$ cat config.mk
export PLATFORM = sky130hd
export DESIGN_NAME = rover_drive_ctrl
export DESIGN_NICKNAME = d
export VERILOG_FILES = /design/src/rtl/rover_drive_pkg.sv /design/src/rtl/rover_drive_ctrl_pwm_gen.sv /design/src/rtl/rover_drive_ctrl.sv
export SDC_FILE = /design/constraint.sdc
export NUM_CORES = 1
export LEC_CHECK = 0
export CORE_ASPECT_RATIO = 1.25
export CORE_UTILIZATION = 60
export CTS_BUF_LIST = sky130_fd_sc_hd__clkbuf_16
export CTS_CLUSTER_DIAMETER = 50
export DETAILED_ROUTE_END_ITERATION = 7
export GPL_TIMING_DRIVEN = 0
export PLACE_DENSITY_LB_ADDON = 0.05
export SLEW_MARGIN = 20
export SYNTH_ARGS = -nofsm -noshare
export SYNTH_HDL_FRONTEND = slang
export SYNTH_SLANG_ARGS = --single-unit
$ cat constraint.sdc
create_clock -name clk -period 3.25 [get_ports clk]
set_input_delay 0.65 -clock clk [delete_from_list [all_inputs] [get_ports clk]]
set_output_delay 0.65 -clock clk [all_outputs]
set_load 0.05 [all_outputs]
$ cat src/rtl/rover_drive_pkg.sv
// rtl/rover_drive_pkg.sv - shared state and H-bridge direction codes for the rover drive controller
// Contents:
//   state_t      3-bit state code, also exported on state_o
//   ST_*         state codes
//   DIR_*        per-side bridge pair {INa, INb}
package rover_drive_pkg;

    typedef logic [2:0] state_t;

    localparam state_t ST_IDLE    = 3'd0;
    localparam state_t ST_FWD     = 3'd1;
    localparam state_t ST_BRAKE   = 3'd2;
    localparam state_t ST_REVERSE = 3'd3;
    localparam state_t ST_TURN    = 3'd4;
    localparam state_t ST_CHECK   = 3'd5;

    localparam logic [1:0] DIR_FWD   = 2'b10;
    localparam logic [1:0] DIR_REV   = 2'b01;
    localparam logic [1:0] DIR_BRAKE = 2'b11;
    localparam logic [1:0] DIR_COAST = 2'b00;

endpackage

$ cat src/rtl/rover_drive_ctrl_pwm_gen.sv
// rtl/rover_drive_ctrl_pwm_gen.sv - prescaled PWM generator with wrap-latched duty
// Ports:
//   clk, reset   clock, synchronous active-high reset
//   duty         requested duty, sampled only when the counter wraps to 0
//   pwm          cnt < latched duty (combinational from registers)
module pwm_gen #(
    parameter int PWM_BITS = 8,
    parameter int PWM_DIV  = 16
) (
    input  logic                clk,
    input  logic                reset,
    input  logic [PWM_BITS-1:0] duty,
    output logic                pwm
);

    localparam int PRE_W = (PWM_DIV > 1) ? $clog2(PWM_DIV) : 1;

    logic [PRE_W-1:0]    pre;
    logic [PWM_BITS-1:0] cnt;
    logic [PWM_BITS-1:0] duty_l;
    logic                pre_wrap;

    assign pre_wrap = (pre == PRE_W'(PWM_DIV - 1));

    always_ff @(posedge clk) begin
        if (reset) begin
            pre    <= '0;
            cnt    <= '0;
            duty_l <= '0;
        end else begin
            pre <= pre_wrap ? '0 : pre + 1'b1;
            if (pre_wrap) begin
                cnt <= cnt + 1'b1;
                // Take the new duty only as a period starts so no runt pulse appears.
                if (cnt == '1)
                    duty_l <= duty;
            end
        end
    end

    assign pwm = (cnt < duty_l);

endmodule

$ cat src/rtl/rover_drive_ctrl.sv
// rtl/rover_drive_ctrl.sv - dual H-bridge drive controller with timed obstacle escape
// Ports:
//   clk, reset        clock, synchronous active-high reset
//   is_crash          obstacle-near level from the proximity stage
//   drive_en          1 = may move, 0 = coast (IDLE)
//   speed             forward duty
//   ena, enb          PWM enables, left/right bridge
//   in1,in2 / in3,in4 left / right direction pairs
//   state_o           current state code
//   escapes           saturating count of BRAKE entries
module rover_drive_ctrl
    import rover_drive_pkg::*;
#(
    parameter int                  PWM_BITS    = 8,
    parameter int                  PWM_DIV     = 16,
    parameter int                  CRASH_HOLD  = 1000,
    parameter int                  BRAKE_CYC   = 10_000_000,
    parameter int                  REVERSE_CYC = 50_000_000,
    parameter int                  TURN_CYC    = 40_000_000,
    parameter int                  SETTLE_CYC  = 10_000_000,
    parameter logic [PWM_BITS-1:0] ESCAPE_DUTY = 8'd160
) (
    input  logic                clk,
    input  logic                reset,
    input  logic                is_crash,
    input  logic                drive_en,
    input  logic [PWM_BITS-1:0] speed,
    output logic                ena,
    output logic                enb,
    output logic                in1,
    output logic                in2,
    output logic                in3,
    output logic                in4,
    output logic [2:0]          state_o,
    output logic [7:0]          escapes
);

    state_t              state;
    logic [31:0]         timer;
    logic [31:0]         crash_cnt;
    logic                crash_f;
    logic                timer_done;
    logic                pwm;
    logic [PWM_BITS-1:0] duty;
    logic                en_r;
    logic [1:0]          dir_l;
    logic [1:0]          dir_r;

    always_comb begin
        duty = '0;
        case (state)
            ST_FWD:              duty = speed;
            ST_REVERSE, ST_TURN: duty = ESCAPE_DUTY;
            default:             duty = '0;
        endcase
    end

    pwm_gen #(
        .PWM_BITS (PWM_BITS),
        .PWM_DIV  (PWM_DIV)
    ) u_pwm (
        .clk   (clk),
        .reset (reset),
        .duty  (duty),
        .pwm   (pwm)
    );

    // Debounce: is_crash must be continuously high for CRASH_HOLD clocks.
    always_ff @(posedge clk) begin
        if (reset || !is_crash)
            crash_cnt <= '0;
        else if (crash_cnt != 32'(CRASH_HOLD))
            crash_cnt <= crash_cnt + 32'd1;
    end

    assign crash_f    = (crash_cnt == 32'(CRASH_HOLD));
    assign timer_done = (timer == 32'd0);

    // Timed states load N-1 on entry and leave on the edge where the timer is 0.
    always_ff @(posedge clk) begin
        if (reset) begin
            state   <= ST_IDLE;
            timer   <= '0;
            escapes <= '0;
        end else if (!drive_en) begin
            state <= ST_IDLE;
            timer <= '0;
        end else begin
            case (state)
                ST_IDLE: begin
                    if (!crash_f)
                        state <= ST_FWD;
                end
                ST_FWD: begin
                    if (crash_f) begin
                        state <= ST_BRAKE;
                        timer <= 32'(BRAKE_CYC - 1);
                        if (escapes != 8'hFF)
                            escapes <= escapes + 8'd1;
                    end
                end
                ST_BRAKE: begin
                    if (timer_done) begin
                        state <= ST_REVERSE;
                        timer <= 32'(REVERSE_CYC - 1);
                    end else begin
                        timer <= timer - 32'd1;
                    end
                end
                ST_REVERSE: begin
                    if (timer_done) begin
                        state <= ST_TURN;
                        timer <= 32'(TURN_CYC - 1);
                    end else begin
                        timer <= timer - 32'd1;
                    end
                end
                ST_TURN: begin
                    if (timer_done) begin
                        state <= ST_CHECK;
                        timer <= 32'(SETTLE_CYC - 1);
                    end else begin
                        timer <= timer - 32'd1;
                    end
                end
                ST_CHECK: begin
                    if (timer_done) begin
                        // Still blocked after settling: spin again without counting a new escape.
                        if (crash_f) begin
                            state <= ST_TURN;
                            timer <= 32'(TURN_CYC - 1);
                        end else begin
                            state <= ST_FWD;
                        end
                    end else begin
                        timer <= timer - 32'd1;
                    end
                end
                default: begin
                    state <= ST_IDLE;
                    timer <= '0;
                end
            endcase
        end
    end

    // Bridge outputs are registered from the current state, one clock behind it.
    always_ff @(posedge clk) begin
        if (reset) begin
            en_r  <= 1'b0;
            dir_l <= DIR_COAST;
            dir_r <= DIR_COAST;
        end else begin
            case (state)
                ST_FWD: begin
                    en_r  <= pwm;
                    dir_l <= DIR_FWD;
                    dir_r <= DIR_FWD;
                end
                ST_BRAKE: begin
                    en_r  <= 1'b1;
                    dir_l <= DIR_BRAKE;
                    dir_r <= DIR_BRAKE;
                end
                ST_REVERSE: begin
                    en_r  <= pwm;
                    dir_l <= DIR_REV;
                    dir_r <= DIR_REV;
                end
                ST_TURN: begin
                    en_r  <= pwm;
                    dir_l <= DIR_FWD;
                    dir_r <= DIR_REV;
                end
                default: begin
                    en_r  <= 1'b0;
                    dir_l <= DIR_COAST;
                    dir_r <= DIR_COAST;
                end
            endcase
        end
    end

    assign ena     = en_r;
    assign enb     = en_r;
    assign in1     = dir_l[1];
    assign in2     = dir_l[0];
    assign in3     = dir_r[1];
    assign in4     = dir_r[0];
    assign state_o = state;

endmodule

* Word level (Yosys, flattened, before mapping)
Cells that the tools add are included.
Word-level totals: register bits after elaboration 100, input port bits 12, output and inout bits 17
Cells by class: $add $sub $neg 5, magnitude comparators 1, equality and inequality tests 17, mux-type cells 19, bitwise operators 2, reduce and logical (&&, ||, !) cells 13
Operator list (number):
- $mux W32 | 6
- $pmux W32 S6 | 1
- $add A32 B1 Y32 const B | 1
- $eq A32 B10 Y1 const B | 1
- $logic_not A32 Y1 | 1
- $ne A32 B10 Y1 const B | 1
- $sub A32 B1 Y32 const B | 1
- $mux W3 | 7
- $pmux W3 S6 | 1
- $add A8 B1 Y8 const B | 2
- $pmux W8 S2 | 1
- $ne A2 B2 Y1 const B | 6
- $pmux W2 S3 | 2
- $eq A8 B8 Y1 const B | 1
- $lt A8 B8 Y1 | 1
- $ne A8 B8 Y1 const B | 1
- $reduce_or A2 Y1 | 4
- $eq A3 B2 Y1 const B | 2
- $eq A3 B3 Y1 const B | 2
- $reduce_and A6 Y1 | 1
- $add A4 B1 Y4 const B | 1
- $eq A4 B4 Y1 const B | 1
- $reduce_and A4 Y1 | 1
- $eq A3 B1 Y1 const B | 1
- other kinds (9) | 10

* Longest topological paths before layout
word-level depth 4, gate-level depth with buffers 10, depth with buffers taken out 8

* Cells and area by module
A second synthesis with hierarchy kept.
Unflattened totals: cell total of the unflattened synthesis 666, area total of the unflattened synthesis 5560.3 um^2
Modules (own cells, without submodules):
- rover_drive_ctrl | times used 1, cells an instance 548, area each 4484.3 um^2, sequential area each 1601.5 um^2
- pwm_gen | times used 1, cells an instance 118, area each 1076.0 um^2, sequential area each 400.4 um^2

* Worst setup path after synthesis
OpenSTA, ideal clock, no wires.
path kind reg-to-reg, from register timer[0], to register timer[3], arrival 2.524 ns, path slack 0.605 ns, cell stages (with the launch flop) 10, buffers on the path 1, path through dfxtp_1 -> inv_1 -> ha_1 -> or4b_1 -> nor4_1 -> a31oi_1 -> or3_1 -> clkbuf_1 -> o221ai_1 -> nand2_1
On the way: cells in the longest elaborated chain, start to end 3
RTL lines:
- start, declared | RTL line rover_drive_ctrl.sv:39 | logic [31:0] timer;
- start signal, assigned | RTL line rover_drive_ctrl.sv:97 | timer <= 32'(BRAKE_CYC - 1);
- start signal, assigned | RTL line rover_drive_ctrl.sv:105 | timer <= 32'(REVERSE_CYC - 1);
- start signal, assigned | RTL line rover_drive_ctrl.sv:107 | timer <= timer - 32'd1;
- $sub A32 B1 Y32 / $logic_not A32 Y1 (equally long branches)
- $mux W32 (tied with other cells) | RTL line rover_drive_ctrl.sv:127 | if (timer_done) begin
- $pmux W32 S6 / $reduce_and A3 Y1 (equally long branches)
Parallel ways exist; a longest one is shown, timed or not. A chain may end at the register's enable or synchronous reset.

* Worst setup path after layout
Ends and elaborated chain as after synthesis.

==> metrics.txt <==
# TYPE chip_impl_metric gauge
chip_impl_metric{name="vias_in_the_first_global_route",unit=""} 4524
chip_impl_info{name="failed_checks",value="DRC"} 1
chip_impl_metric{name="grt_resource_usage_total",unit="%"} 29.9
chip_impl_metric{name="grt_pass1_wl",unit="mm"} 21.3
chip_impl_metric{name="setup_skew",unit="ps"} 7.27
chip_impl_metric{name="fp.coreArea",unit="um2"} 8240
chip_impl_metric{name="place.gp.congestion",unit=""} 0.958
chip_impl_metric{name="port-buffer-count",unit=""} 27
chip_impl_metric{name="max-cap-violations",unit=""} 0
chip_impl_metric{name="tritoncts.num_buffers",unit=""} 9
chip_impl_metric{name="num_vias",unit=""} 4840
chip_impl_metric{name="vertical_die_dimension",unit="um"} 105
chip_impl_metric{name="antennaDiodeCount",unit=""} 0
chip_impl_metric{name="tightest_slew",unit="ps"} 890
chip_impl_metric{name="leakage",unit="nW"} 2.10
chip_impl_metric{name="drc_errors",unit=""} 3
chip_impl_metric{name="clkTransAtPathRegs",unit="ps"} 70
chip_impl_metric{name="cts_htree_levels",unit=""} 3
chip_impl_info{name="predominant_post_synthesis_flop_cell",value="dfxtp_1"} 1
chip_impl_info{name="ys_top_cells_by_count",value="dfxtp_1, nor2_1, nand2_1, a21oi_1, xor2_1"} 1
chip_impl_metric{name="synth_enable_flop_cells",unit=""} 0
chip_impl_metric{name="post_drt_via_cell_ratio",unit=""} 6.38
chip_impl_metric{name="final_core_utilization",unit="%"} 70.8
chip_impl_metric{name="timing.max_slew.rel_slack",unit="%"} 40.3
chip_impl_metric{name="fraction_of_post_synthesis_cell_area_in_the_top_cell_type_by_area",unit="%"} 39.3
chip_impl_metric{name="hold_viol",unit=""} 0
chip_impl_info{name="synth_most_common_cell",value="dfxtp_1"} 1
chip_impl_metric{name="final_nets",unit=""} 682
chip_impl_metric{name="synthDistinctLibCells",unit=""} 60
chip_impl_metric{name="layout-area-overhead-vs-synth",unit="%"} 14.6
chip_impl_metric{name="finalCritPeriodShare",unit="%"} 94.1
chip_impl_metric{name="synth_nets",unit=""} 644
chip_impl_metric{name="io_pins",unit=""} 29
chip_impl_metric{name="placement.setup.worst_slack",unit="ps"} -271
chip_impl_info{name="yosys.area.top_type",value="dfxtp_1"} 1
chip_impl_info{name="synthTopCellsByArea",value="dfxtp_1, xor2_1, nor2_1"} 1
chip_impl_metric{name="max_clock_freq",unit="GHz"} 0.327
chip_impl_metric{name="synth_cells",unit=""} 619
chip_impl_info{name="setup.worst_path.end_class",value="flip-flop"} 1
chip_impl_info{name="status",value="complete, but fails checks"} 1
chip_impl_metric{name="postRouteAntennaNets",unit=""} 0
chip_impl_metric{name="detailedPlacementHpwl",unit="mm"} 9.06
chip_impl_metric{name="grt_remaining_overflow",unit=""} 0
chip_impl_metric{name="ys_ff_latch",unit=""} 100
chip_impl_metric{name="syn_area",unit="um2"} 5090
chip_impl_metric{name="required",unit="ps"} 3480
chip_impl_metric{name="final_critical_path_setup_slack",unit="ps"} 191
chip_impl_metric{name="numClockSinks",unit=""} 100
chip_impl_metric{name="grt_antenna_before_repair",unit=""} 0
chip_impl_metric{name="rrSetupSlack",unit="ps"} 190
chip_impl_info{name="cts_tree",value="built"} 1
chip_impl_metric{name="final.min_clock_period",unit="ps"} 3060
chip_impl_info{name="timing.critical_path.from_type",value="flip-flop"} 1
chip_impl_metric{name="vdd_ir_drop_max",unit="V"} 0.000368
chip_impl_metric{name="ctsLongestPathBuffers",unit=""} 2
chip_impl_metric{name="clock_latency",unit="ps"} 350
chip_impl_metric{name="rows",unit=""} 37
chip_impl_metric{name="maximum_number_of_pins_on_one_net_before_global_route_repair",unit=""} 17
chip_impl_metric{name="drtIter0Drc",unit=""} 351
chip_impl_metric{name="initial_utilization",unit="%"} 61.8
chip_impl_metric{name="finalSetupViolations",unit=""} 0
chip_impl_metric{name="die_width",unit="um"} 84.4
chip_impl_metric{name="post_syn_area_per_cell",unit="um2"} 8.23
chip_impl_metric{name="worstPathMaxFanout",unit=""} 10
chip_impl_metric{name="die_area",unit="um2"} 8870
chip_impl_info{name="critical_setup_path_kind",value="flip-flop to flip-flop"} 1
chip_impl_metric{name="worst-endpoint-arrival",unit="ps"} 3290
chip_impl_metric{name="yosys_warnings",unit=""} 0
chip_impl_metric{name="drt_pre_antenna_iters",unit=""} 7
chip_impl_info{name="min_path_type",value="flip-flop to flip-flop"} 1
chip_impl_metric{name="timing.final.max_slew_violations",unit=""} 0
chip_impl_metric{name="wire_per_inst",unit="um"} 17.1
chip_impl_info{name="cts_root_buffer",value="clkbuf_16"} 1
chip_impl_info{name="rsz0062_at_grt",value="no"} 1
chip_impl_metric{name="cellPowerDensity",unit="nW/um2"} 430
chip_impl_metric{name="share_of_final_layout_standard_cells_stronger_than_drive_strength_1",unit="%"} 5.29
chip_impl_metric{name="route.final.wire_length",unit="mm"} 13.0
chip_impl_metric{name="synth-seq-area-share",unit="%"} 39.3
chip_impl_metric{name="asyncSetResetFlopFracSynth",unit="%"} 0
-- power breakdown --
group | switching (W) | leakage (nW) | internal, W
combinational | 0.0000920 | 1.14 | 0.0000456
clock | 0.000464 | 0.155 | 0.000672
sequential | 0.00000780 | 0.807 | 0.00123
total | 0.000564 | 2.10 | 0.00195
-- worst paths after layout --
check	endpoint	cells past startpoint	start
worst min-delay path	u_pwm.duty_l[6]	2	u_pwm.duty_l[6]
worst max-delay path	timer[3]	9	timer[0]
worst max register to register	timer[3]	9	timer[0]
worst min register to register	u_pwm.duty_l[6]	2	u_pwm.duty_l[6]
-- worst max-delay path: stages (launching register included) --
cell and delay, ps:
dfxtp_1 350, inv_1 80, ha_1 240, or4b_1 550
nor4_4 350, a31oi_1 300, or3_1 440, clkbuf_1 300
o221ai_1 260, nand2_1 80
-- metal layers --
| metal | GRT usage, % | wire length, um |
|---|---|---|
| met5 | 0 | 0 |
| met2 | 50.1 | 6240 |
| met3 | 5.29 | 884 |
| met1 | 38.1 | 5570 |
| met4 | 11.9 | 255 |
-- kinds of logic (layout without fill, tap and decap cells) --
| kind of cell | count (synthesis) | after routing | share of synthesized area, % |
|---|---|---|---|
| and+or+nand+nor | 277 | 277 | 27.9 |
| AOI/OAI and AO/OA | 133 | 133 | 17.2 |
| DFF | 100 | 100 | 39.3 |
| muxes | 4 | 4 | 0.786 |
| xor gates and xnor gates | 47 | 47 | 8.08 |
| adders and majority gates | 13 | 13 | 3.19 |
| buffers and inverters | 45 | 88 | 3.49 |
-- cell type report --
type / count / area (um2)
plain buffers: 27 / 110
repair buffers: 27 / 270
fillers: 666 / 2400
multi-input cells: 474 / 2950
flip-flops and latches: 100 / 2000
clock inverters: 7 / 91.3
inverters: 18 / 67.6
clock buffers: 9 / 225
well taps: 97 / 121
-- stage by stage --
step | setup TNS (ps) | hold WS, ps | std cells | cell area, um2 | total power, W
floorplan | 0 | 432 | 619 | 5090 | 0.00135
global placement | -7990 | 441 | 743 | 5490 | 0.00140
detailed placement | -5430 | 447 | 743 | 5490 | 0.00140
CTS | 0 | 455 | 759 | 5820 | 0.00252
global route | 0 | 467 | 759 | 5840 | 0.00258
finish | 0 | 456 | 759 | 5840 | 0.00251
-- placed cells by master (no fill, tap or decap), drive strengths merged, types with 14 or more instances in the layout --
cell type / Yosys / final
xor2: 33 / 33
nor4: 18 / 18
o21ai: 21 / 21
clkdlybuf4s50: 0 / 27
nand4: 18 / 18
xnor2: 14 / 14
nand3: 30 / 30
nor2: 77 / 77
nor3: 16 / 16
inv: 18 / 21
dfxtp: 100 / 100
a21oi: 43 / 43
clkbuf: 22 / 31
or3: 15 / 15
nand2: 50 / 50
-- registers in the layout, indices dropped and copies added (netlist names) --
signal	flops
ena	1
u_pwm.cnt	8
timer	32
state_o	3
crash_cnt	32
u_pwm.duty_l	8
u_pwm.pre	4
dir_l	2
dir_r	2
escapes	8
-- repair_timing --
action,CTS,global route
endpoints found under the setup margin,28,27
endpoints found under the hold margin,0,0
hold buffers,0,0
resized for setup,2,4
buffers inserted,0,0
pin swaps,0,1
cloned,0,0
(Power assumes the default switching activity.)
